===== config.mk =====
export PLATFORM = sky130hd
export DESIGN_NAME = alu_nibble_serial
export DESIGN_NICKNAME = d
export VERILOG_FILES = /design/src/rtl/alu_nibble_serial.sv
export SDC_FILE = /design/constraint.sdc
export NUM_CORES = 1
export LEC_CHECK = 0
export ABC_AREA = 1
export ABC_CLOCK_PERIOD_IN_PS = 4600
export CAP_MARGIN = 20
export CORE_MARGIN = 2
export CORE_UTILIZATION = 37
export CTS_BUF_LIST = sky130_fd_sc_hd__clkbuf_16
export CTS_CLUSTER_SIZE = 30
export DETAILED_ROUTE_END_ITERATION = 10
export SETUP_SLACK_MARGIN = 0.15
export SLEW_MARGIN = 25
export SYNTH_ARGS = -nofsm -noshare
export SYNTH_HDL_FRONTEND = slang
export SYNTH_SLANG_ARGS = --single-unit

===== constraint.sdc =====
create_clock -name clk -period 4.6 [get_ports clk]
set_input_delay 1.15 -clock clk [delete_from_list [all_inputs] [get_ports clk]]
set_output_delay 1.15 -clock clk [all_outputs]
set_load 0.02 [all_outputs]

===== src/rtl/alu_nibble_serial.sv =====
// alu_nibble_serial -- nibble-serial ALU with a small internal register file.
//
// An accepted request latches its operands and then processes one 4-bit
// digit per enabled clock, so an operation takes WIDTH/4 enabled cycles.
// ROR walks the operand from the most-significant nibble down; every other
// operation walks up from the least-significant nibble. The carry register
// threads the digit carry (ADC/BCD) or the shifted-out bit (ROL/ROR)
// between nibbles and is seeded with CI.
//
// Parameters
//   WIDTH  operand / register width, multiple of 4, 8..32
//   NREG   number of internal registers, 2..8
//
// Ports
//   clk     clock, all state on the rising edge
//   reset   synchronous active-high reset (clears registers, aborts RUN)
//   RDY     global enable; low freezes every state element including done
//   start   request, taken when RDY=1 and the unit is idle
//   op      0 LDM, 1 ROL, 2 ROR, 3 ORA, 4 AND, 5 EOR, 6 ADC, 7 BCD
//   mode    0 add, 1 subtract (inverts mem for ADC/BCD only)
//   ra, rd  A-operand / destination register index
//   ld      write the result to reg[rd] on completion
//   mem     B operand
//   CI      carry in / shifted-in bit
//   busy    operation in progress
//   done    one enabled cycle after completion
//   result  last completed result
//   CO,N,Z,V flags of the last completed operation

module alu_nibble_serial #(
  parameter int WIDTH = 8,
  parameter int NREG  = 3
) (
  input  logic                    clk,
  input  logic                    reset,
  input  logic                    RDY,
  input  logic                    start,
  input  logic [2:0]              op,
  input  logic                    mode,
  input  logic [$clog2(NREG)-1:0] ra,
  input  logic [$clog2(NREG)-1:0] rd,
  input  logic                    ld,
  input  logic [WIDTH-1:0]        mem,
  input  logic                    CI,
  output logic                    busy,
  output logic                    done,
  output logic [WIDTH-1:0]        result,
  output logic                    CO,
  output logic                    N,
  output logic                    Z,
  output logic                    V
);

  localparam int NDIG  = WIDTH / 4;
  localparam int RW    = $clog2(NREG);
  localparam int CW    = $clog2(NDIG);
  localparam int NVIEW = 1 << RW;

  localparam logic [2:0] OP_LDM = 3'd0;
  localparam logic [2:0] OP_ROL = 3'd1;
  localparam logic [2:0] OP_ROR = 3'd2;
  localparam logic [2:0] OP_ORA = 3'd3;
  localparam logic [2:0] OP_AND = 3'd4;
  localparam logic [2:0] OP_EOR = 3'd5;
  localparam logic [2:0] OP_ADC = 3'd6;
  localparam logic [2:0] OP_BCD = 3'd7;

  typedef enum logic {IDLE, RUN} state_t;

  state_t            state_reg, state_next;
  logic              accept, finish;

  logic [CW-1:0]     cnt_reg;
  logic [WIDTH-1:0]  a_reg, b_reg, work_reg;
  logic [2:0]        op_reg;
  logic              mode_reg, ld_reg, carry_reg;
  logic [RW-1:0]     rd_reg;

  logic              done_reg, co_reg, n_reg, z_reg, v_reg;
  logic [WIDTH-1:0]  result_reg;

  logic [WIDTH-1:0]  reg_file [NREG];
  logic [WIDTH-1:0]  reg_view [NVIEW];

  logic [CW-1:0]     idx;
  logic [3:0]        a_slice [NDIG];
  logic [3:0]        b_slice [NDIG];
  logic [3:0]        a_nib, b_nib, dig;
  logic [4:0]        sum;
  logic              dig_carry, dig_ovf;
  logic [WIDTH-1:0]  work_next;
  logic              last;

  // ------------------------------------------------------------------
  // Register file view padded to a power of two: indices >= NREG read 0.
  // ------------------------------------------------------------------
  genvar gi;
  generate
    for (gi = 0; gi < NVIEW; gi++) begin : g_view
      if (gi < NREG) begin : g_real
        assign reg_view[gi] = reg_file[gi];
      end else begin : g_pad
        assign reg_view[gi] = '0;
      end
    end

    for (gi = 0; gi < NDIG; gi++) begin : g_slice
      assign a_slice[gi] = a_reg[gi*4 +: 4];
      assign b_slice[gi] = b_reg[gi*4 +: 4];
    end
  endgenerate

  // ------------------------------------------------------------------
  // FSM
  // ------------------------------------------------------------------
  assign last = (cnt_reg == CW'(NDIG - 1));

  always_comb begin
    state_next = state_reg;
    accept     = 1'b0;
    finish     = 1'b0;
    case (state_reg)
      IDLE: begin
        if (RDY && start) begin
          accept     = 1'b1;
          state_next = RUN;
        end
      end
      RUN: begin
        if (RDY && last) begin
          finish     = 1'b1;
          state_next = IDLE;
        end
      end
      default: state_next = IDLE;
    endcase
  end

  always_ff @(posedge clk) begin
    if (reset) state_reg <= IDLE;
    else       state_reg <= state_next;
  end

  // ------------------------------------------------------------------
  // Nibble datapath
  // ------------------------------------------------------------------
  // ROR counts down from the top nibble so the shifted-out bit of each
  // nibble can feed the next lower one.
  assign idx = (op_reg == OP_ROR) ? (CW'(NDIG - 1) - cnt_reg) : cnt_reg;

  always_comb begin
    a_nib = '0;
    b_nib = '0;
    for (int i = 0; i < NDIG; i++) begin
      if (idx == CW'(i)) begin
        a_nib = a_slice[i];
        b_nib = b_slice[i];
      end
    end
  end

  assign sum = {1'b0, a_nib} + {1'b0, b_nib} + {4'b0000, carry_reg};

  always_comb begin
    dig       = '0;
    dig_carry = 1'b0;
    dig_ovf   = 1'b0;
    case (op_reg)
      OP_LDM: dig = b_nib;
      OP_ORA: dig = a_nib | b_nib;
      OP_AND: dig = a_nib & b_nib;
      OP_EOR: dig = a_nib ^ b_nib;
      OP_ROL: begin
        dig       = {a_nib[2:0], carry_reg};
        dig_carry = a_nib[3];
      end
      OP_ROR: begin
        dig       = {carry_reg, a_nib[3:1]};
        dig_carry = a_nib[0];
      end
      OP_ADC: begin
        dig       = sum[3:0];
        dig_carry = sum[4];
      end
      OP_BCD: begin
        if (!mode_reg) begin
          if (sum > 5'd9) begin
            dig       = sum[3:0] + 4'd6;
            dig_carry = 1'b1;
          end else begin
            dig       = sum[3:0];
          end
        end else begin
          // The subtrahend arrives 15s-complemented per digit; no carry
          // means a borrow, which is corrected by adding 10.
          dig_carry = sum[4];
          dig       = sum[4] ? sum[3:0] : (sum[3:0] + 4'd10);
        end
      end
      default: dig = '0;
    endcase
    // Overflow is taken from the uncorrected binary nibble sum: carry into
    // bit 3 xor carry out of bit 3. Only the top nibble's value is kept.
    if (op_reg == OP_ADC || op_reg == OP_BCD)
      dig_ovf = (a_nib[3] ^ b_nib[3] ^ sum[3]) ^ sum[4];
  end

  always_comb begin
    work_next = work_reg;
    for (int i = 0; i < NDIG; i++) begin
      if (idx == CW'(i)) work_next[i*4 +: 4] = dig;
    end
  end

  // ------------------------------------------------------------------
  // Operand latch, progress and result registers
  // ------------------------------------------------------------------
  always_ff @(posedge clk) begin
    if (reset) begin
      cnt_reg    <= '0;
      a_reg      <= '0;
      b_reg      <= '0;
      work_reg   <= '0;
      op_reg     <= OP_LDM;
      mode_reg   <= 1'b0;
      ld_reg     <= 1'b0;
      rd_reg     <= '0;
      carry_reg  <= 1'b0;
      done_reg   <= 1'b0;
      result_reg <= '0;
      co_reg     <= 1'b0;
      n_reg      <= 1'b0;
      z_reg      <= 1'b1;
      v_reg      <= 1'b0;
    end else if (RDY) begin
      done_reg <= finish;
      if (accept) begin
        op_reg    <= op;
        mode_reg  <= mode;
        rd_reg    <= rd;
        ld_reg    <= ld;
        carry_reg <= CI;
        a_reg     <= reg_view[ra];
        b_reg     <= (mode && op[2] && op[1]) ? ~mem : mem;
        cnt_reg   <= '0;
        work_reg  <= '0;
      end else if (state_reg == RUN) begin
        carry_reg <= dig_carry;
        work_reg  <= work_next;
        cnt_reg   <= finish ? '0 : (cnt_reg + CW'(1));
        if (finish) begin
          result_reg <= work_next;
          co_reg     <= dig_carry;
          v_reg      <= dig_ovf;
          n_reg      <= work_next[WIDTH-1];
          z_reg      <= (work_next == '0);
        end
      end
    end
  end

  // The A operand was captured at accept, so writing back to the source
  // register on the final nibble is safe.
  always_ff @(posedge clk) begin
    for (int i = 0; i < NREG; i++) begin
      if (reset)
        reg_file[i] <= '0;
      else if (finish && ld_reg && (rd_reg == RW'(i)))
        reg_file[i] <= work_next;
    end
  end

  assign busy   = (state_reg == RUN);
  assign done   = done_reg;
  assign result = result_reg;
  assign CO     = co_reg;
  assign N      = n_reg;
  assign Z      = z_reg;
  assign V      = v_reg;

endmodule


Word level (Yosys, flattened, before mapping):

Memory sizes are Yosys's and may differ from the RTL's.
Index checks and enable logic that the tools add are counted.

* register bits: 47
* word-level logic and storage cells: 107
* bits of input ports: 22
* bits in writable memories: 24
* memories kept: 1

* magnitude comparators: 2
* muxes and demuxes: 44
* bitwise gates (word level): 13
* equality and inequality tests: 9
* $add $sub $neg: 6
* reduce and logical (&&, ||, !) cells: 16

Memory list
* reg_file: depth 3, width 8, read ports 3, clocked after memory_dff 0, write ports 3, RTL line 82 `logic [WIDTH-1:0] reg_file [NREG];`

Operators with widths (number)
* 2-to-1 mux 8 bit: 8
* case mux 4 bit (8 select lines): 1
* 2-to-1 mux 4 bit: 7
* 2-to-1 mux 1 bit: 25
* binary-select mux 8 bit (select 2 bit): 1
* equality test 3 bit, second input constant: 4
* logical AND 1 bit: 8
* zero test 8 bit: 1
* inverter 8 bit: 1
* equality test 3 x 2 -> 1 bit, second input constant: 2
* adder 4 x 4 -> 5 bit: 1
* adder 5 x 1 -> 5 bit: 1
* greater-than comparator 5 x 4 -> 1 bit, second input constant: 1
* adder 4 x 3 -> 4 bit, second input constant: 1
* adder 4 bit, second input constant: 1
* AND 4 bit: 1
* bitwise OR 4 bit: 1
* case mux 1 bit (4 select lines): 1
* AND reduction 2 bit: 2
* AND reduction 4 bit: 1
* bitwise XOR 4 bit: 1
* equality test 3 x 1 -> 1 bit, second input constant: 1
* greater-or-equal comparator 3 bit, second input constant: 1
* zero test 3 bit: 1
* 12 further kinds: 17

Depth between registers and ports, before layout:

* word-level depth: 12
* gate-level depth with buffers: 25
* gate-level depth less buffers: 25

Least setup slack after synthesis:

Ideal clock, no wire load.

* path kind: register -> register
* from: register op_reg[0]
* to: memory reg_file[0][2] (data pin)
* stages on the path, launching flop included: 24
* path slack: 1.431 ns
* required time: 4.337 ns
* arrival time: 2.906 ns
* setup time: 0.263 ns
* cells stage by stage: dfxtp_1 > inv_2 > nand3_4 > inv_4 > nand2_4 > nand2_4 > nand2_1 > nand2_2 > inv_2 > fa_1 > fa_1 > inv_1 > nand2_1 > nand2_1 > inv_1 > ha_1 > nand2_1 > a21boi_0 > nand3_1 > nand2_1 > nand3_1 > nand2_1 > inv_1 > nor2_1

RTL lines
* start: declaration: RTL line 75 `logic [2:0] op_reg;`
* start signal: assignment: RTL line 238 `op_reg <= op;`
* end: declaration: RTL line 82

==> results.cfg <==
[final_layout]
largest_reg_flops = 24
multiInputGateArea_sq_um = 1841
drive_above_1_share = 0.1024
fin_area_sq_um = 4582
regArea_sq_um = 1642
fin_nets = 576
n_fill_cell = 995
finalNonFillerCells = 683
antennaDiodeCount = 0
largest_register = reg_file
syn_to_final_growth_pct = 20.22

[drt]
drt_iter0_drc = 196
wl_per_cell_um = 13.88
route.detailed.drc = 0
drtPass1Iterations = 4
via_per_inst = 4.893
vias = 3342
antenna_left = 0
totalWireLength_um = 9483

[logic_synthesis]
synth_xor_area_frac = 0.01838
yosysTopAreaCell = dfxtp_1
synth_top_area_share = 0.2416
yosys-top-cells-area = dfxtp_1, edfxtp_1, nand2_1
yosysSeqAreaShare = 0.4307
syn-num-nets = 542
synthSimpleGateAreaFrac = 0.2754
synthCells = 508
ys_ff_latch = 70
synth_top_family_by_area = simple AND/OR/NAND/NOR gates
muxShareOfSynthArea = 0
avgSynthCellArea_sq_um = 7.502
synth_area_sq_um = 3811
yosysWarnings = 0
synth_fa_ha_area_frac = 0.04334
synth_cell_types = 37
synth_compound_area_frac = 0.1458

[grt]
grt_pass1_vias = 3239
grtUsageTotal = 0.1816
antenna_found_initial = 0
grt_start_max_net_pins = 29
grt_remaining_overflow = 0
grt_pass1_wl_um = 15770

[timing]
finalSetupTns_ps = 0
worst_slew_pin_slew_ps = 681.2
hold_viol_final = 0
fmax_mhz = 266.5
final-setup-viol-count = 0
maxSlewHeadroom = 0.5454
clock_skew_ps = 7.955
fin_crit_sh = 0.8158
hold_ws_ps = 455.8
rsz0062_at_grt = false
slew_viol_final = 0
period_needed_ps = 3753

[flow_run]
cap_violations = 0

[power]
peakVddDrop_uv = 210.4
totalPowerFinal_mw = 1.672
p_int_mw = 1.188
clkPwrFrac = 0.410
p_per_area_nw_per_um2 = 364.8
switching_share = 0.2896
pwr-share-comb = 0.185
power_frac_seq = 0.405
p_leak_nw = 1.841
power.switching_mw = 0.4841

[placed_design]
globalplace.congestion = 0.9042
port_buffers = 35
place_inst = 667
dp_hpwl_um = 7104
dpl_cell_area_sq_um = 4283

[worst_setup_path]
crit_path_start = op_reg[0]
cp-end-kind = flip-flop
worstPathMaxFanout = 15
critical_path_arrival_ps = 3940
r2r_start = op_reg[0]
required_ps = 4780
worst-r2r-setup-slack_ps = 850
critPathLaunchType = flip-flop
crit_type = flip-flop to flip-flop

[run_status]
run_status = finished, final reports clean

[clock_network]
htree_num_levels = 3
cts_sinks = 70
post_cts_resized = 0
cts_hold_buffers = 0
post_cts_buffers = 0
cts.reportedPaths.clkPinSlew_ps = 60
cts_made_buffers = 9
clockBufferDepth = 2
clkLatencyLatePin_ps = 330
cts_tree = done
cts_root_buf = clkbuf_16

[floorplanning]
start_util = 0.3759
dieArea_sq_um = 11130
design.core.area_sq_um = 10140
die_y_um = 105.5
ios = 36
rows = 37
dieWidth_um = 105.5

[min_path]
min_path_type = flip-flop to flip-flop
min_from = done
## path summary, 6_finish.rpt
kind                         end  cells after the start
setup reg to reg  reg_file[0][2]                     23
hold / removal              done                      2
hold reg to reg             done                      2
setup / recovery  reg_file[0][2]                     23
## power by group through the flow
stage | Sequential (mW) | Combinational (mW) | Clock, mW
after floorplan | 0.686 | 0.225 | 0
after global placement | 0.688 | 0.309 | 0
after detailed placement | 0.689 | 0.307 | 0
after CTS | 0.676 | 0.309 | 0.700
after global routing | 0.678 | 0.351 | 0.732
final | 0.676 | 0.310 | 0.686
## placed cells by master, fill, tap and decap left out, types with 2 or more instances in the layout
cell,count
clkinv_1,2
nor2_1,73
clkbuf_16,9
a21oi_1,26
or2_1,2
o211ai_1,5
edfxtp_1,24
nand2_4,4
inv_2,10
fa_1,2
o21ai_2,6
nand3_2,2
a31oi_1,8
o21ai_0,40
ha_1,10
nand2_2,11
clkdlybuf4s50_1,35
o21ai_1,6
nand2_1,94
dfxtp_1,46
clkinvlp_4,3
xnor2_1,8
nand3_1,42
nand4_1,5
nor2_2,2
inv_1,56
buf_4,3
## cell families (layout without fill, tap and decap cells)
family / count (synthesis) / after routing
AO/OA/AOI/OAI: 98 / 98
XOR/XNOR: 8 / 8
adder cells (fa/ha/maj): 12 / 12
buffers and inverters: 83 / 122
flip-flops: 70 / 70
AND/OR/NAND/NOR: 237 / 237
## synth_stat cells
cell and count:
o221ai_1 1, clkbuf_1 11, o21ai_0 40, nand2_4 4, a211oi_1 1, a21boi_0 1
nand3_4 1, nor2_1 73, buf_1 1, o21ai_1 6, clkinv_1 2, nand2_2 11
nor3_1 1, buf_4 2, nand3_2 2, inv_2 10, a21oi_1 26, inv_4 1
o21bai_1 1, fa_1 2, o31ai_1 1, nor2_2 2, nand3_1 42, or2_1 2
o21ai_2 6, nand4_1 5, nand2_1 94, buf_6 1, o211ai_1 5, xnor2_1 8
ha_1 10, a31oi_1 8, inv_1 55, a21oi_2 1, edfxtp_1 24, dfxtp_1 46
o21a_1 1
## stage by stage
| stage | setup slack (ps) | util |
|---|---|---|
| detailed placement | 909.8 | 0.4224 |
| floorplan | 1431 | - |
| global route | 506.2 | 0.4519 |
| CTS | 871.6 | 0.4519 |
| global placement | 991.8 | 0.4224 |
| finish | 847.3 | 0.4519 |
## per-layer routing
layer  vias to the layer above  share of wire  wire (um)  GRT usage
met4                         0          0.013        119    0.07707
met1                      1538           0.49       4639     0.2436
li1                       1734              -          -          -
met5                         -              0          0          0
met3                         7          0.033        309    0.02968
met2                        63           0.47       4415     0.2903
## final cells by class
type,count,share of cell area
flip-flops and latches,70,0.3583
well taps,136,0.03714
multi-input cells,355,0.4017
clock inverters,7,0.01611
inverters,68,0.05625
repair buffers,38,0.08138
clock buffers,9,0.04915
## worst max-delay path: stages, from the launching register on
cell,delay (ps)
dfxtp_1,360
inv_2,130
nand3_4,120
inv_4,100
nand2_2,50
nand2_2,230
nand2_1,100
nand2_2,110
inv_2,60
fa_1,440
fa_1,410
inv_1,80
nand2_1,60
nand2_1,120
inv_1,80
ha_1,290
nand2_1,50
a21boi_0,180
nand3_1,100
nand2_1,110
nand3_1,110
nand2_1,120
inv_1,90
nor2_1,90
Power figures use the tool's default switching activity.
